## config.mk

```make
export PLATFORM = sky130hd
export DESIGN_NAME = pixel_uart_sender_flat
export DESIGN_NICKNAME = d
export VERILOG_FILES = /design/src/rtl/pixel_uart_sender_pkg.sv /design/src/rtl/pixel_uart_sender_if.sv /design/src/rtl/pixel_uart_sender_uart_byte_tx.sv /design/src/rtl/pixel_uart_sender.sv /design/src/flat_wrapper.sv
export SDC_FILE = /design/constraint.sdc
export NUM_CORES = 1
export LEC_CHECK = 0
export ABC_AREA = 1
export CAP_MARGIN = 15
export CORE_AREA = 10 10 87 89
export CTS_BUF_LIST = sky130_fd_sc_hd__clkbuf_4 sky130_fd_sc_hd__clkbuf_8
export DETAILED_ROUTE_END_ITERATION = 12
export DIE_AREA = 0 0 97 99
export GPL_TIMING_DRIVEN = 0
export PLACE_DENSITY_LB_ADDON = 0.08
export SYNTH_ARGS = -nofsm -noshare
export SYNTH_HDL_FRONTEND = slang
export SYNTH_HIERARCHICAL = 1
export SYNTH_SLANG_ARGS = --single-unit
```

## constraint.sdc

```tcl
create_clock -name clk -period 5.7 [get_ports clk]
set_input_delay 0.57 -clock clk [delete_from_list [all_inputs] [get_ports clk]]
set_output_delay 0.57 -clock clk [all_outputs]
set_load 0.005 [all_outputs]
```

## src/rtl/pixel_uart_sender_pkg.sv

```systemverilog
// Shared types and constants for the frame-buffer to Nano UART path.
package fpga_nano_pkg;

  typedef enum logic [2:0] {
    IDLE,
    FETCH,
    LOAD,
    START,
    DATA,
    PARITY,
    STOP
  } sender_state_t;

  localparam int UART_DEFAULT_CLKS_PER_BIT = 434;
  localparam int ADDR_W                    = 17;
  localparam int BYTES_PER_PIXEL           = 2;

  // Byte 0 is the zero-extended upper part of the pixel, byte 1 the low eight bits.
  function automatic logic [7:0] pixel_byte(input logic [15:0] px, input logic idx);
    return idx ? px[7:0] : px[15:8];
  endfunction

endpackage

```

## src/rtl/pixel_uart_sender_if.sv

```systemverilog
// Pixel fetch handshake between the index generator / frame-buffer RAM and the sender.
interface pixel_uart_sender_if
  import fpga_nano_pkg::*;
#(
  parameter int PIXEL_W = 12
) ();

  // pixel_send_ready is a level, high only while the sender is idle. The index
  // generator may move pixel_addr only while it is high; an address change or a
  // start pulse seen by an idle sender is consumed in that same cycle, and
  // pixel_data must follow pixel_addr with the RAM read latency.
  logic                start;
  logic [ADDR_W-1:0]   pixel_addr;
  logic [PIXEL_W-1:0]  pixel_data;
  logic                pixel_send_ready;

  modport master (
    output start,
    output pixel_addr,
    output pixel_data,
    input  pixel_send_ready
  );

  modport slave (
    input  start,
    input  pixel_addr,
    input  pixel_data,
    output pixel_send_ready
  );

endinterface

```

## src/rtl/pixel_uart_sender_uart_byte_tx.sv

```systemverilog
// One UART byte: start bit, eight data bits LSB first, optional even parity, stop bit.
// Define UART_PARITY_EN for 8E1 framing; otherwise the line is 8N1.
module uart_byte_tx
  import fpga_nano_pkg::*;
#(
  parameter int CLKS_PER_BIT = UART_DEFAULT_CLKS_PER_BIT
) (
  input  logic          clk,
  input  logic          rst_n,
  input  logic          load,
  input  logic [7:0]    data,
  output logic          done,
  output logic          tx,
  output sender_state_t state
);

  localparam int CNT_W = (CLKS_PER_BIT > 1) ? $clog2(CLKS_PER_BIT) : 1;
  localparam logic [CNT_W-1:0] CNT_LAST = CNT_W'(CLKS_PER_BIT - 1);

  logic [CNT_W-1:0] clk_cnt;
  logic [2:0]       bit_idx;
  logic [7:0]       shreg;
  logic             bit_end;
`ifdef UART_PARITY_EN
  logic             parity;
`endif

  assign bit_end = (clk_cnt == CNT_LAST);
  // Combinational so a new load can be accepted in the last stop cycle with no gap.
  assign done    = (state == STOP) && bit_end;

  always_ff @(posedge clk) begin
    if (!rst_n) begin
      state   <= IDLE;
      tx      <= 1'b1;
      clk_cnt <= '0;
      bit_idx <= '0;
      shreg   <= '0;
`ifdef UART_PARITY_EN
      parity  <= 1'b0;
`endif
    end else if (load && (state == IDLE || done)) begin
      state   <= START;
      tx      <= 1'b0;
      clk_cnt <= '0;
      bit_idx <= '0;
      shreg   <= data;
`ifdef UART_PARITY_EN
      parity  <= ^data;
`endif
    end else if (state != IDLE) begin
      clk_cnt <= bit_end ? '0 : clk_cnt + CNT_W'(1);
      if (bit_end) begin
        case (state)
          START: begin
            state <= DATA;
            tx    <= shreg[0];
          end
          DATA: begin
            if (bit_idx == 3'd7) begin
`ifdef UART_PARITY_EN
              state <= PARITY;
              tx    <= parity;
`else
              state <= STOP;
              tx    <= 1'b1;
`endif
            end else begin
              bit_idx <= bit_idx + 3'd1;
              shreg   <= shreg >> 1;
              tx      <= shreg[1];
            end
          end
`ifdef UART_PARITY_EN
          PARITY: begin
            state <= STOP;
            tx    <= 1'b1;
          end
`endif
          STOP: state <= IDLE;
          default: begin
            state <= IDLE;
            tx    <= 1'b1;
          end
        endcase
      end
    end
  end

endmodule

```

## src/rtl/pixel_uart_sender.sv

```systemverilog
// Fetches the pixel at the generator's address and ships it to the Nano as two UART bytes.
// UART_PARITY_EN (handled in uart_byte_tx) switches the framing from 8N1 to 8E1.
module pixel_uart_sender
  import fpga_nano_pkg::*;
#(
  parameter int NUM_PIXELS   = 320 * 240,
  parameter int CLKS_PER_BIT = UART_DEFAULT_CLKS_PER_BIT,
  parameter int RAM_LATENCY  = 1,
  parameter int PIXEL_W      = 12
) (
  input  logic                clk,
  input  logic                rst_n,
  pixel_uart_sender_if.slave  pix,
  output logic                uart_tx,
  output logic                busy,
  output logic                frame_done,
  output sender_state_t       state_dbg
);

  localparam int LAT_W = (RAM_LATENCY > 1) ? $clog2(RAM_LATENCY) : 1;
  localparam logic [LAT_W-1:0]  LAT_LAST  = LAT_W'(RAM_LATENCY - 1);
  localparam logic [ADDR_W-1:0] END_ADDR  = ADDR_W'(NUM_PIXELS);
  localparam logic              LAST_BYTE = 1'(BYTES_PER_PIXEL - 1);

  sender_state_t       state_q;
  sender_state_t       tx_state;
  logic [ADDR_W-1:0]   last_addr;
  logic [LAT_W-1:0]    lat_cnt;
  logic [PIXEL_W-1:0]  pixel_q;
  logic                byte_idx;
  logic                ready_q;
  logic                addr_changed;
  logic                trigger;
  logic                tx_load;
  logic                tx_done;
  logic [7:0]          tx_byte;

  assign addr_changed = (pix.pixel_addr != last_addr);
  assign trigger      = pix.start || (addr_changed && (pix.pixel_addr < END_ADDR));

  // START in this FSM means "a byte is in flight in uart_byte_tx".
  assign tx_load = (state_q == LOAD) || ((state_q == START) && tx_done && (byte_idx != LAST_BYTE));
  assign tx_byte = (state_q == LOAD) ? pixel_byte(16'(pix.pixel_data), 1'b0)
                                     : pixel_byte(16'(pixel_q), 1'b1);

  assign pix.pixel_send_ready = ready_q;
  assign state_dbg = (state_q == START) ? tx_state : state_q;

  always_ff @(posedge clk) begin
    if (!rst_n) begin
      state_q    <= IDLE;
      last_addr  <= '0;
      lat_cnt    <= '0;
      pixel_q    <= '0;
      byte_idx   <= 1'b0;
      ready_q    <= 1'b0;
      busy       <= 1'b0;
      frame_done <= 1'b0;
    end else begin
      frame_done <= 1'b0;
      case (state_q)
        IDLE: begin
          if (trigger) begin
            last_addr <= pix.pixel_addr;
            lat_cnt   <= '0;
            state_q   <= FETCH;
            ready_q   <= 1'b0;
            busy      <= 1'b1;
          end else begin
            ready_q <= 1'b1;
            if (addr_changed) begin
              last_addr  <= pix.pixel_addr;
              frame_done <= (pix.pixel_addr == END_ADDR);
            end
          end
        end
        FETCH: begin
          if (lat_cnt == LAT_LAST) state_q <= LOAD;
          else                     lat_cnt <= lat_cnt + LAT_W'(1);
        end
        LOAD: begin
          pixel_q  <= pix.pixel_data;
          byte_idx <= 1'b0;
          state_q  <= START;
        end
        START: begin
          if (tx_done) begin
            if (byte_idx != LAST_BYTE) begin
              byte_idx <= byte_idx + 1'b1;
            end else begin
              state_q <= IDLE;
              ready_q <= 1'b1;
              busy    <= 1'b0;
            end
          end
        end
        default: begin
          state_q <= IDLE;
          busy    <= 1'b0;
        end
      endcase
    end
  end

  uart_byte_tx #(
    .CLKS_PER_BIT (CLKS_PER_BIT)
  ) u_byte_tx (
    .clk   (clk),
    .rst_n (rst_n),
    .load  (tx_load),
    .data  (tx_byte),
    .done  (tx_done),
    .tx    (uart_tx),
    .state (tx_state)
  );

endmodule

```

## src/flat_wrapper.sv

```systemverilog
// flat-port wrapper written by rule: the top's interface ports become plain ports
module pixel_uart_sender_flat import fpga_nano_pkg::*;
#(
  parameter int NUM_PIXELS   = 320 * 240,
  parameter int CLKS_PER_BIT = UART_DEFAULT_CLKS_PER_BIT,
  parameter int RAM_LATENCY  = 1,
  parameter int PIXEL_W      = 12
)
  (clk, rst_n, uart_tx, busy, frame_done, state_dbg, pix_start, pix_pixel_addr, pix_pixel_data, pix_pixel_send_ready);
  pixel_uart_sender_if #(.PIXEL_W(PIXEL_W)) pix_i ();
  input  logic clk;
  input  logic rst_n;
  output logic uart_tx;
  output logic busy;
  output logic frame_done;
  output sender_state_t state_dbg;
  input wire logic [$bits(pix_i.start)-1:0] pix_start;
  input wire logic [$bits(pix_i.pixel_addr)-1:0] pix_pixel_addr;
  input wire logic [$bits(pix_i.pixel_data)-1:0] pix_pixel_data;
  output wire logic [$bits(pix_i.pixel_send_ready)-1:0] pix_pixel_send_ready;
  assign pix_i.start = pix_start;
  assign pix_i.pixel_addr = pix_pixel_addr;
  assign pix_i.pixel_data = pix_pixel_data;
  assign pix_pixel_send_ready = pix_i.pixel_send_ready;
  pixel_uart_sender #(.NUM_PIXELS(NUM_PIXELS), .CLKS_PER_BIT(CLKS_PER_BIT), .RAM_LATENCY(RAM_LATENCY), .PIXEL_W(PIXEL_W)) u_core (.clk(clk), .rst_n(rst_n), .pix(pix_i), .uart_tx(uart_tx), .busy(busy), .frame_done(frame_done), .state_dbg(state_dbg));
endmodule
```

==> tab_implementation.tex, run 1 <==
\begin{tabular}{lr}
\hline
Metric & Value \\
\hline
\multicolumn{2}{l}{\textbf{Status}} \\
\quad Run status & finished, final reports clean \\
\multicolumn{2}{l}{\textbf{Placement}} \\
\quad DP Wirelength & 5290 µm \\
\quad Count of input and output buffers & 38 \\
\quad Final GP Congestion & 0.835 \\
\quad Total placed cells including tap cells & 557 \\
\multicolumn{2}{l}{\textbf{Clock tree}} \\
\quad TritonCTS buffer count & 5 \\
\quad TritonCTS clock tree & yes \\
\quad Cts-stage hold buffer count & 0 \\
\quad CTS clock-pin slew for the worst setup and hold paths & 0.09 ns \\
\quad Number of post-CTS setup repair buffers & 0 \\
\quad Insertion delay to the later sink of the worst-skew pair & 0.31 ns \\
\quad Resized cells post-CTS & 0 \\
\quad Count of clock tree sinks & 55 \\
\quad Longest Clk Path Bufs & 2 \\
\quad Buffer cell driving the clock tree root & clkbuf\_8 \\
\quad CTS H-tree depth & 2 \\
\multicolumn{2}{l}{\textbf{Synthesis}} \\
\quad Share of synthesized registers carrying an async set or reset & 0\% \\
\quad Synth area leaders & dfxtp\_1 (35\%), nand2\_1 (15\%), nand3\_1 (7.4\%), a21oi\_1 (6.8\%), inv\_1 (5.6\%) \\
\quad Mean area per synthesized cell & 6.99 µm² \\
\quad Sequential cell area fraction in the yosys report & 35.5\% \\
\quad Portion of synthesized cell area occupied by the leading cell type & 35.5\% \\
\quad Cell types with the highest counts after synthesis & nand2\_1 (122), dfxtp\_1 (55), inv\_1 (46), nand3\_1 (46), a21oi\_1 (42) \\
\quad Synthesized net count & 483 \\
\quad Most used DFF post-synth & dfxtp\_1 \\
\quad Number of distinct library cells after synthesis & 38 \\
\quad Total standard cell area after synthesis & 3110 µm² \\
\quad Dominant cell type by area after synthesis & dfxtp\_1 \\
\quad Number of enable flip-flop cells after synthesis & 0 \\
\quad Number of synthesized register bits & 55 \\
\quad Yosys warning count & 6 \\
\quad Number of instances in the synthesized netlist & 444 \\
\quad Most common cell in the netlist & nand2\_1 \\
\multicolumn{2}{l}{\textbf{Layout}} \\
\quad Post-route insts no fill & 565 \\
\quad Fraction of layout cells with a size suffix above 1 & 8.98\% \\
\quad Number of nets in the finished design & 528 \\
\quad Area growth, synth to finish & 18.1\% \\
\quad Antenna cells & 0 \\
\multicolumn{2}{l}{\textbf{Worst setup path}} \\
\quad Maximum fanout encountered on the critical timing path & 10 \\
\quad Crit Path Category & flop to output port \\
\quad Data arrival time of the critical path & 1.94 ns \\
\quad Slack of the worst reg-to-reg path & 3.47 ns \\
\quad Startpoint of the lowest-slack register-to-register path & u\_core/u\_byte\_tx/clk\_cnt[0]\$\_SDFFE\_PP0P\_ \\
\quad Critical Path Source Type & flop \\
\quad Category of the worst setup path capture point & output port \\
\quad Origin of the worst setup path & u\_core/state\_q[1]\$\_SDFFE\_PN0P\_ \\
\quad Required time at the worst-slack endpoint & 5.13 ns \\
\multicolumn{2}{l}{\textbf{Timing}} \\
\quad Number of setup violations in the final report & 0 \\
\quad Pin slew with the least headroom to its limit & 0.511 ns \\
\quad Relative slew margins & 65.6\% \\
\quad Clock tree skew after final layout & 0.00608 ns \\
\quad Final Hold Viols & 0 \\
\quad Setup repair after global routing missed its margin & no \\
\quad Final-layout worst hold slack & 0.458 ns \\
\quad Final min period & 2.51 ns \\
\quad Total negative setup slack & 0 ns \\
\quad Count of pins over their slew limit & 0 \\
\quad Upper clock frequency limit & 0.399 GHz \\
\quad Final clock period utilization by the worst path & 44.0\% \\
\multicolumn{2}{l}{\textbf{Flow run}} \\
\quad Max\_cap viols & 0 \\
\multicolumn{2}{l}{\textbf{Route}} \\
\quad First DRT Iteration DRCs & 91 \\
\quad Detailed-routing iteration count for the pre-antenna-repair pass & 4 \\
\quad Routed vias/inst & 5.09 \\
\quad Antenna viol nets, final & 0 \\
\quad Vias & 2,878 \\
\quad Final wirelength & 6870 µm \\
\quad Final routed DRC violation total & 0 \\
\quad Routed length per placed instance & 12.2 µm \\
\multicolumn{2}{l}{\textbf{Min path}} \\
\quad Min-Delay Startpoint & u\_core/busy\$\_SDFFE\_PN0P\_ \\
\quad HP Class & flop to flop \\
\multicolumn{2}{l}{\textbf{GRT}} \\
\quad Total global routing overflow & 0 \\
\quad Pin count of the biggest net entering global routing & 17 \\
\quad First-pass GRT wire length & 11,900 µm \\
\quad Overall routing resource usage & 14.3\% \\
\quad Initial antenna violation count & 0 \\
\quad Via count of the first global-routing pass & 2,718 \\
\multicolumn{2}{l}{\textbf{Floorplanning}} \\
\quad Die extent in y & 99 µm \\
\quad \# rows & 28 \\
\quad Die footprint & 9600 µm² \\
\quad Number of top-level design ports & 39 \\
\quad Floorplan die width & 97 µm \\
\quad Starting Density & 53.1\% \\
\quad Area of the core & 5850 µm² \\
\multicolumn{2}{l}{\textbf{Power and ir drop}} \\
\quad Post-layout total power & 0.00141 W \\
\quad IR Drop Worst-Case VDD & 200 µV \\
\quad Leak Pwr & 1.62 nW \\
\quad Total power divided by cell area & 384 nW/µm² \\
\hline
\end{tabular}
state kept, by name, summed over array words and instances (netlist names):
name	cells
u_core/pix.pixel_send_ready	1
u_core/u_byte_tx/shreg	8
u_core/u_byte_tx/tx	1
u_core/state_q	2
u_core/busy	1
u_core/last_addr	17
u_core/frame_done	1
u_core/u_byte_tx/bit_idx	3
u_core/pixel_q	8
u_core/u_byte_tx/state	3
u_core/u_byte_tx/clk_cnt	9
u_core/byte_idx	1
critical path, cell delays in order, from the launching register on:
cell	delay, ns
dfxtp_1	0.40
ha_1	0.20
clkbuf_1	0.30
nand2_1	0.08
o21ai_0	0.11
clkdlybuf4s50_1	0.55
cell usage in the layout (no fill, tap or decap), types with 5 or more instances in the layout:
master | synthesis | layout
nand3_2 | 7 | 7
nand3_1 | 46 | 46
nand2_4 | 7 | 7
inv_1 | 46 | 46
ha_1 | 7 | 7
dfxtp_1 | 55 | 55
nand2_1 | 122 | 122
a21oi_1 | 42 | 42
nor2_1 | 38 | 38
clkdlybuf4s50_1 | 0 | 38
xnor2_1 | 9 | 9
clkbuf_8 | 0 | 5
clkbuf_1 | 6 | 6
nand4_1 | 6 | 6
o21ai_0 | 9 | 9
nor3_1 | 6 | 6
metrics by stage:
step	cell area, µm²	util [%]	worst slack [ns]
6_report	3670	62.7	3.19
5_1_grt	3670	62.7	3.02
4_1_cts	3670	62.7	3.17
3_5_place_dp	3580	61.2	3.16
3_3_place_gp	3580	61.2	3.19
2_1_floorplan	3110	-	3.76
cell type report:
type | count | area, µm²
plain buffers | 11 | 61.3
clock buffers | 6 | 76.3
clock inverters | 2 | 12.5
fillers | 569 | 2180
inverters | 52 | 198
multi-input cells | 326 | 1750
flip-flops and latches | 55 | 1100
well taps | 75 | 93.8
repair buffers | 38 | 380
cells by family after synthesis:
logic type               Yosys count  share of synthesized area (%)
adder cells (fa/ha/maj)            7                           2.82
buffers and inverters             63                           8.34
XOR/XNOR                          12                           3.38
AND/OR/NAND/NOR                  250                           40.1
flip-flops                        55                           35.5
AO/OA/AOI/OAI                     57                           9.91
report_power, final:
part           internal, W  switching, W  total, W  leakage (nW)
Sequential        0.000471     0.0000576  0.000529         0.450
Combinational     0.000265      0.000398  0.000663          1.13
Clock            0.0000910      0.000124  0.000215        0.0446
metal layers:
| metal | track usage (%) | up-vias | part of all wire (%) |
|---|---|---|---|
| met2 | 23.2 | 60 | 45 |
| met1 | 18.2 | 1284 | 48 |
| met3 | 4.12 | 6 | 5.4 |
| li1 | - | 1528 | - |
| met5 | 0 | - | 0 |
| met4 | 3.75 | 0 | 0.96 |
final timing paths:
check | endpoint | cells past startpoint
worst max-delay path | state_dbg[1] | 5
worst min-delay path | u_core/busy$_SDFFE_PN0P_ | 2
worst max register to register | u_core/u_byte_tx/shreg[6]$_SDFFE_PN0P_ | 13
worst min register to register | u_core/busy$_SDFFE_PN0P_ | 2
(Power assumes the default switching activity.)
==> run 2, diff against run 1 <==
--- a/config.mk
+++ b/config.mk
@@ -7,10 +7,10 @@
 export LEC_CHECK = 0
 export ABC_AREA = 1
 export CAP_MARGIN = 15
-export CORE_AREA = 10 10 87 89
+export CORE_AREA = 10 10 89 91
 export CTS_BUF_LIST = sky130_fd_sc_hd__clkbuf_4 sky130_fd_sc_hd__clkbuf_8
 export DETAILED_ROUTE_END_ITERATION = 12
-export DIE_AREA = 0 0 97 99
+export DIE_AREA = 0 0 99 101
 export GPL_TIMING_DRIVEN = 0
 export PLACE_DENSITY_LB_ADDON = 0.08
 export SYNTH_ARGS = -nofsm -noshare
==> constraint.sdc (replaced) <==
create_clock -name clk -period 2.3 [get_ports clk]
set_input_delay 0.23 -clock clk [delete_from_list [all_inputs] [get_ports clk]]
set_output_delay 0.23 -clock clk [all_outputs]
set_load 0.005 [all_outputs]
==> run 2 against run 1 <==
  * Clock power rose to 2.8 times the previous value
  * Worst hold slack improved by 0.0079 ns
  * Die area is 4.1% higher
  * Critical path depth rose by 10
  * Non-clock buffer count up 3
  * Sequential share of layout area decreased by 0.41 points
  * Core utilization fell by 2.8 points
  * Largest cell class unchanged
  * Highest routed layer unchanged
==> tab_implementation.tex, run 2 (same netlist as run 1, synthesis figures left out) <==
\begin{tabular}{lr}
\hline
Metric & Value \\
\hline
\multicolumn{2}{l}{\textbf{Layout}} \\
\quad Most common library cell in the layout ignoring fill and taps & nand2\_1 \\
\quad Total area of multi-input combinational cells & 1750 µm² (+0.43\%) \\
\quad Fraction of layout cells with a size suffix above 1 & 9.94\% (+0.96 points) \\
\quad Filler Cells Inserted & 596 (+4.7\%) \\
\quad Antenna cells & 0 (unchanged) \\
\quad Area growth, synth to finish & 19.8\% \\
\quad Biggest registers after layout & u\_core/last\_addr x17, u\_core/u\_byte\_tx/clk\_cnt x9 \\
\quad Top reg by flops & u\_core/last\_addr \\
\quad Max FFs per register & 17 (unchanged) \\
\quad Number of nets in the finished design & 531 (+0.57\%) \\
\quad Area of all sequential standard cells & 1100 µm² (unchanged) \\
\quad Post-route insts no fill & 570 (+0.88\%) \\
\quad Commonest cells after routing, fill and taps aside & nand2\_1 (121), dfxtp\_1 (55), inv\_1 (46), nand3\_1 (46), a21oi\_1 (42) \\
\multicolumn{2}{l}{\textbf{Clock tree}} \\
\quad Cts-stage hold buffer count & 0 (unchanged) \\
\quad Buffer cell driving the clock tree root & clkbuf\_8 \\
\quad Longest Clk Path Bufs & 2 (unchanged) \\
\quad CTS H-tree depth & 2 (unchanged) \\
\quad CTS clock-pin slew for the worst setup and hold paths & 0.10 ns (about the same) \\
\quad Insertion delay to the later sink of the worst-skew pair & 0.31 ns (about the same) \\
\quad TritonCTS clock tree & yes \\
\quad TritonCTS buffer count & 5 (unchanged) \\
\quad Count of clock tree sinks & 55 (unchanged) \\
\multicolumn{2}{l}{\textbf{Status}} \\
\quad Run status & finished, final reports clean \\
\multicolumn{2}{l}{\textbf{Floorplanning}} \\
\quad Area of the core & 6200 µm² (+6.1\%) \\
\quad Number of top-level design ports & 39 (unchanged) \\
\quad Die footprint & 10000 µm² (+4.1\%) \\
\quad Floorplan die width & 99 µm (+2.1\%) \\
\quad Starting Density & 50.1\% (-3.0 points) \\
\quad Die extent in y & 101 µm (+2.0\%) \\
\quad \# rows & 29 (+3.6\%) \\
\multicolumn{2}{l}{\textbf{Worst setup path}} \\
\quad Crit Path Category & flop to flop \\
\quad Critical Path Source Type & flop \\
\quad Data arrival time of the critical path & 2.36 ns (+0.42 ns) \\
\quad Required time at the worst-slack endpoint & 2.56 ns (-2.57 ns) \\
\quad Number of cells on the worst reg-to-reg path & 15 (+2) \\
\quad Maximum fanout encountered on the critical timing path & 9 (-1) \\
\quad Category of the worst setup path capture point & flop \\
\multicolumn{2}{l}{\textbf{GRT}} \\
\quad Initial antenna violation count & 0 (unchanged) \\
\quad First-pass GRT wire length & 12,100 µm (+1.3\%) \\
\quad Pin count of the biggest net entering global routing & 17 (unchanged) \\
\quad Overall routing resource usage & 14.1\% (-0.30 points) \\
\quad Total global routing overflow & 0 (unchanged) \\
\quad Via count of the first global-routing pass & 2,658 (-2.2\%) \\
\multicolumn{2}{l}{\textbf{Route}} \\
\quad Final routed DRC violation total & 0 (unchanged) \\
\quad Vias & 2,837 (-1.4\%) \\
\quad First DRT Iteration DRCs & 88 (-3.3\%) \\
\quad Routed length per placed instance & 12.2 µm (+0.81\%) \\
\quad Final wirelength & 6980 µm (+1.7\%) \\
\quad Routed vias/inst & 4.98 (-2.3\%) \\
\quad Antenna viol nets, final & 0 (unchanged) \\
\quad Detailed-routing iteration count for the pre-antenna-repair pass & 4 (unchanged) \\
\multicolumn{2}{l}{\textbf{Timing}} \\
\quad Upper clock frequency limit & 0.475 GHz \\
\quad Final min period & 2.10 ns \\
\quad Count of pins over their slew limit & 0 (unchanged) \\
\quad Number of setup violations in the final report & 0 (unchanged) \\
\quad Total negative setup slack & 0 ns (unchanged) \\
\quad Relative slew margins & 67.5\% (+1.9 points) \\
\quad Clock tree skew after final layout & 0.00849 ns (+0.00241 ns) \\
\quad Final Hold Viols & 0 (unchanged) \\
\quad Pin slew with the least headroom to its limit & 0.487 ns (-0.0240 ns) \\
\quad Final clock period utilization by the worst path & 91.5\% \\
\multicolumn{2}{l}{\textbf{Placement}} \\
\quad DP Wirelength & 5270 µm (-0.48\%) \\
\quad Total placed cells including tap cells & 559 (+0.36\%) \\
\quad Final GP Congestion & 0.846 (+1.3\%) \\
\quad Count of input and output buffers & 38 (unchanged) \\
\multicolumn{2}{l}{\textbf{Power and ir drop}} \\
\quad Total power divided by cell area & 960 nW/µm² (+150\%) \\
\quad Leak Pwr & 1.65 nW (+1.7\%) \\
\quad IR Drop Worst-Case VDD & 432 µV (+120\%) \\
\multicolumn{2}{l}{\textbf{Min path}} \\
\quad HP Class & flop to flop \\
\quad Depth of the worst hold-timing path & 2 (unchanged) \\
\multicolumn{2}{l}{\textbf{Flow run}} \\
\quad Max\_cap viols & 0 (unchanged) \\
\hline
\end{tabular}
-- run 2: layout make-up --
type,count,area share [%]
plain buffers,10,1.55
clock buffers,7,2.59
clock inverters,1,0.202
inverters,52,5.31
multi-input cells,326,47.1
flip-flops and latches,55,29.6
well taps,77,2.59
repair buffers,42,11.0
-- run 2: report_power, final --
part / internal, W / switching, W / leakage [nW]
Sequential: 0.00117 / 0.000140 / 0.450
Combinational: 0.000671 / 0.000993 / 1.15
Clock: 0.000275 / 0.000324 / 0.0505
-- run 2: worst paths after layout --
kind / from / to / slack (ns)
worst min-delay path: u_core/busy$_SDFFE_PN0P_ / u_core/busy$_SDFFE_PN0P_ / 0.47
worst max register to register: u_core/u_byte_tx/clk_cnt[1]$_SDFFE_PP0P_ / u_core/u_byte_tx/shreg[0]$_SDFFE_PN0P_ / 0.20
worst max-delay path: u_core/u_byte_tx/clk_cnt[1]$_SDFFE_PP0P_ / u_core/u_byte_tx/shreg[0]$_SDFFE_PN0P_ / 0.20
worst min register to register: u_core/busy$_SDFFE_PN0P_ / u_core/busy$_SDFFE_PN0P_ / 0.47
-- run 2: critical path: stages (launching register included) --
cell and delay (ns):
dfxtp_1 0.34, inv_1 0.08, ha_1 0.13, nand2_1 0.12, nor2_8 0.18, nand3_4 0.10
inv_1 0.09, nand2_1 0.07, o21ai_1 0.14, buf_4 0.18, nand2_4 0.11, nand2_4 0.15
nand2_4 0.12, nand3_1 0.11, nand2_1 0.05, nor2_1 0.09
-- run 2: metal layers --
metal	up-vias	global-route usage, %	routed length (µm)
met1	1251	18.1	3420
met5	-	0	0
met3	6	3.43	358
met2	54	22.9	3140
met4	0	3.31	63
li1	1526	-	-
-- run 2: stage by stage --
stage / cell area [µm²] / hold slack, ns / setup WS (ns) / utilization [%] / total power [W]
CTS: 3690 / 0.463 / 0.0869 / 59.4 / 0.00359
detailed placement: 3580 / 0.459 / 0.0973 / 57.7 / 0.00298
global route: 3720 / 0.466 / -0.000771 / 60.0 / 0.00388
global placement: 3580 / 0.436 / 0.114 / 57.7 / 0.00295
finish: 3720 / 0.466 / 0.195 / 60.0 / 0.00357
floorplan: 3110 / 0.353 / 0.357 / - / 0.00254
-- run 2: what timing repair did --
action,CTS,global route
setup buffers,0,4
gates resized for setup,0,3
endpoints found under the setup margin,0,10
==> run 3, diff against run 2 <==
--- a/config.mk
+++ b/config.mk
@@ -7,10 +7,10 @@
 export LEC_CHECK = 0
 export ABC_AREA = 1
 export CAP_MARGIN = 15
-export CORE_AREA = 10 10 89 91
+export CORE_AREA = 2 2 81 83
 export CTS_BUF_LIST = sky130_fd_sc_hd__clkbuf_4 sky130_fd_sc_hd__clkbuf_8
 export DETAILED_ROUTE_END_ITERATION = 12
-export DIE_AREA = 0 0 99 101
+export DIE_AREA = 0 0 83 85
 export GPL_TIMING_DRIVEN = 0
 export PLACE_DENSITY_LB_ADDON = 0.08
 export SYNTH_ARGS = -nofsm -noshare
==> run 3 against run 2 <==
  * Non-clock buffer count up 1
  * Worst hold slack worse by 0.0059 ns
  * Clock-buffer cell count shrank 1
  * First-iteration DRC count rose by 60%
  * Via count is 1.6% higher
  * Highest routed layer unchanged
  * Critical path type unchanged
  * Critical path depth stayed put
  * Largest power group unchanged
  * Clock power is 9.2% lower
  * Clock skew shrank 0.0025 ns
  * Total power fell by 1.6%
  * Routed wire length shrank 2.7%
==> tab_implementation.tex, run 3 (same netlist as run 1, synthesis figures left out) <==
\begin{tabular}{lr}
\hline
Metric & Value \\
\hline
\multicolumn{2}{l}{\textbf{Floorplanning}} \\
\quad \# rows & 29 (unchanged) \\
\quad Floorplan die width & 83 µm (-16\%) \\
\quad Area of the core & 6200 µm² (unchanged) \\
\quad Die footprint & 7060 µm² (-29\%) \\
\quad Starting Density & 50.1\% (unchanged) \\
\quad Number of top-level design ports & 39 (unchanged) \\
\quad Die extent in y & 85 µm (-16\%) \\
\multicolumn{2}{l}{\textbf{Layout}} \\
\quad Antenna cells & 0 (unchanged) \\
\quad Commonest cells after routing, fill and taps aside & nand2\_1 (121), dfxtp\_1 (55), inv\_1 (46), nand3\_1 (46), a21oi\_1 (42) \\
\quad Most common library cell in the layout ignoring fill and taps & nand2\_1 \\
\quad Max FFs per register & 17 (unchanged) \\
\quad Biggest registers after layout & u\_core/last\_addr x17, u\_core/u\_byte\_tx/clk\_cnt x9 \\
\quad Number of nets in the finished design & 532 (+0.19\%) \\
\quad Area growth, synth to finish & 19.3\% \\
\quad Fraction of layout cells with a size suffix above 1 & 9.94\% (unchanged) \\
\quad Final instance area & 3700 µm² (-0.44\%) \\
\quad Top reg by flops & u\_core/last\_addr \\
\quad Utilization of the core after routing & 59.7\% (-0.26 points) \\
\multicolumn{2}{l}{\textbf{Power and ir drop}} \\
\quad Post-layout total power & 0.00351 W (-1.6\%) \\
\quad IR Drop Worst-Case VDD & 430 µV (-0.41\%) \\
\quad Leak Pwr & 1.65 nW (about the same) \\
\quad Total power divided by cell area & 949 nW/µm² (-1.2\%) \\
\multicolumn{2}{l}{\textbf{Clock tree}} \\
\quad Count of clock tree sinks & 55 (unchanged) \\
\quad CTS H-tree depth & 2 (unchanged) \\
\quad TritonCTS buffer count & 5 (unchanged) \\
\quad Longest Clk Path Bufs & 2 (unchanged) \\
\quad Insertion delay to the later sink of the worst-skew pair & 0.31 ns (about the same) \\
\quad CTS clock-pin slew for the worst setup and hold paths & 0.10 ns (about the same) \\
\quad Buffer cell driving the clock tree root & clkbuf\_8 \\
\quad TritonCTS clock tree & yes \\
\multicolumn{2}{l}{\textbf{Timing}} \\
\quad Count of pins over their slew limit & 0 (unchanged) \\
\quad Upper clock frequency limit & 0.478 GHz (+0.69\%) \\
\quad Setup repair after global routing missed its margin & no \\
\quad Number of setup violations in the final report & 0 (unchanged) \\
\quad Final Hold Viols & 0 (unchanged) \\
\quad Total negative setup slack & 0 ns (unchanged) \\
\quad Final min period & 2.09 ns (-0.0145 ns) \\
\quad Relative slew margins & 66.9\% (-0.66 points) \\
\quad Pin slew with the least headroom to its limit & 0.497 ns (+0.00991 ns) \\
\quad Final clock period utilization by the worst path & 90.9\% (-0.63 points) \\
\quad Clock tree skew after final layout & 0.00597 ns (-0.00252 ns) \\
\multicolumn{2}{l}{\textbf{Worst setup path}} \\
\quad FF-to-FF End & u\_core/u\_byte\_tx/shreg[0]\$\_SDFFE\_PN0P\_ \\
\quad Number of cells on the worst reg-to-reg path & 15 (unchanged) \\
\quad Maximum fanout encountered on the critical timing path & 9 (unchanged) \\
\quad Critical Path Source Type & flop \\
\quad Required time at the worst-slack endpoint & 2.55 ns (about the same) \\
\quad Data arrival time of the critical path & 2.34 ns (-0.02 ns) \\
\quad Startpoint of the lowest-slack register-to-register path & u\_core/u\_byte\_tx/clk\_cnt[1]\$\_SDFFE\_PP0P\_ \\
\quad Category of the worst setup path capture point & flop \\
\quad Slack of the worst reg-to-reg path & 0.21 ns (about the same) \\
\quad Crit Path Category & flop to flop \\
\multicolumn{2}{l}{\textbf{Placement}} \\
\quad Count of input and output buffers & 38 (unchanged) \\
\quad DP Wirelength & 5120 µm (-2.8\%) \\
\quad Final GP Congestion & 0.840 (-0.69\%) \\
\quad Placed Area & 3580 µm² (unchanged) \\
\multicolumn{2}{l}{\textbf{Min path}} \\
\quad Depth of the worst hold-timing path & 2 (unchanged) \\
\quad HP Class & flop to flop \\
\quad Min-Delay Startpoint & u\_core/busy\$\_SDFFE\_PN0P\_ \\
\quad Destination of the worst hold path & u\_core/busy\$\_SDFFE\_PN0P\_ \\
\multicolumn{2}{l}{\textbf{Route}} \\
\quad Routed vias/inst & 5.06 (+1.6\%) \\
\quad Antenna viol nets, final & 0 (unchanged) \\
\quad Vias & 2,883 (+1.6\%) \\
\quad Final routed DRC violation total & 0 (unchanged) \\
\quad Detailed-routing iteration count for the pre-antenna-repair pass & 4 (unchanged) \\
\quad Routed length per placed instance & 11.9 µm (-2.7\%) \\
\quad First DRT Iteration DRCs & 141 (+60\%) \\
\quad Final wirelength & 6790 µm (-2.7\%) \\
\multicolumn{2}{l}{\textbf{GRT}} \\
\quad Overall routing resource usage & 20.1\% (+6.1 points) \\
\quad Initial antenna violation count & 0 (unchanged) \\
\quad Pin count of the biggest net entering global routing & 16 (-1) \\
\quad First-pass GRT wire length & 11,800 µm (-2.4\%) \\
\quad Total global routing overflow & 0 (unchanged) \\
\quad Via count of the first global-routing pass & 2,690 (+1.2\%) \\
\multicolumn{2}{l}{\textbf{Status}} \\
\quad Run status & finished, final reports clean \\
\multicolumn{2}{l}{\textbf{Flow run}} \\
\quad Max\_cap viols & 0 (unchanged) \\
\hline
\end{tabular}
-- run 3: timing repair --
action,in CTS,in global routing
resized for setup,0,4
hold buffers,0,0
endpoints found under the setup margin,0,11
setup buffers,0,4
-- run 3: worst max-delay path by stage --
stage / startpoint / end / slack [ns]
floorplan: u_core/u_byte_tx/clk_cnt[0]$_SDFFE_PP0P_ / u_core/u_byte_tx/shreg[0]$_SDFFE_PN0P_ / 0.36
finish: u_core/u_byte_tx/clk_cnt[1]$_SDFFE_PP0P_ / u_core/u_byte_tx/shreg[0]$_SDFFE_PN0P_ / 0.21
CTS: u_core/u_byte_tx/clk_cnt[1]$_SDFFE_PP0P_ / u_core/u_byte_tx/shreg[5]$_SDFFE_PN0P_ / 0.09
global placement: u_core/u_byte_tx/clk_cnt[1]$_SDFFE_PP0P_ / u_core/u_byte_tx/shreg[6]$_SDFFE_PN0P_ / 0.14
detailed placement: u_core/u_byte_tx/clk_cnt[1]$_SDFFE_PP0P_ / u_core/u_byte_tx/shreg[5]$_SDFFE_PN0P_ / 0.1
global route: u_core/u_byte_tx/clk_cnt[1]$_SDFFE_PP0P_ / u_core/u_byte_tx/shreg[0]$_SDFFE_PN0P_ / 0.005
-- run 3: cell type report --
type	instances	area, µm²
fillers	611	2500
multi-input cells	326	1750
flip-flops and latches	55	1100
repair buffers	42	410
inverters	52	198
well taps	77	96.3
clock buffers	6	82.6
plain buffers	11	62.6
clock inverters	1	5.00
-- run 3: layer usage --
| layer | part of all wire [%] | wire [µm] | GRT usage (%) |
|---|---|---|---|
| met3 | 3.8 | 255 | 3.70 |
| met4 | 0.81 | 55 | 4.92 |
| met1 | 49 | 3330 | 25.9 |
| met2 | 46 | 3160 | 35.2 |
| met5 | 0 | 0 | 0 |
-- run 3: worst max-delay path, stage by stage, from the launching register on --
cell and delay, ns:
dfxtp_1 0.34, inv_1 0.08, ha_1 0.14, nand2_1 0.12, nor2_8 0.18, nand3_4 0.10
inv_1 0.08, nand2_1 0.07, o21ai_1 0.12, buf_4 0.18, nand2_4 0.11, nand2_4 0.14
nand2_4 0.12, nand3_1 0.11, nand2_1 0.05, nor2_1 0.10
-- run 3: report_power, final --
part	total (W)	internal, W	switching [W]
registers	0.00131	0.00117	0.000146
logic	0.00166	0.000670	0.000986
clock network	0.000544	0.000237	0.000307
total	0.00351	0.00208	0.00144
-- run 3: through the flow --
stage	hold WS, ns	instances	setup slack (ns)
2_1_floorplan	0.353	444	0.357
4_1_cts	0.470	566	0.0915
6_report	0.460	570	0.210
3_5_place_dp	0.457	559	0.0974
3_3_place_gp	0.436	559	0.137
5_1_grt	0.488	570	0.00495
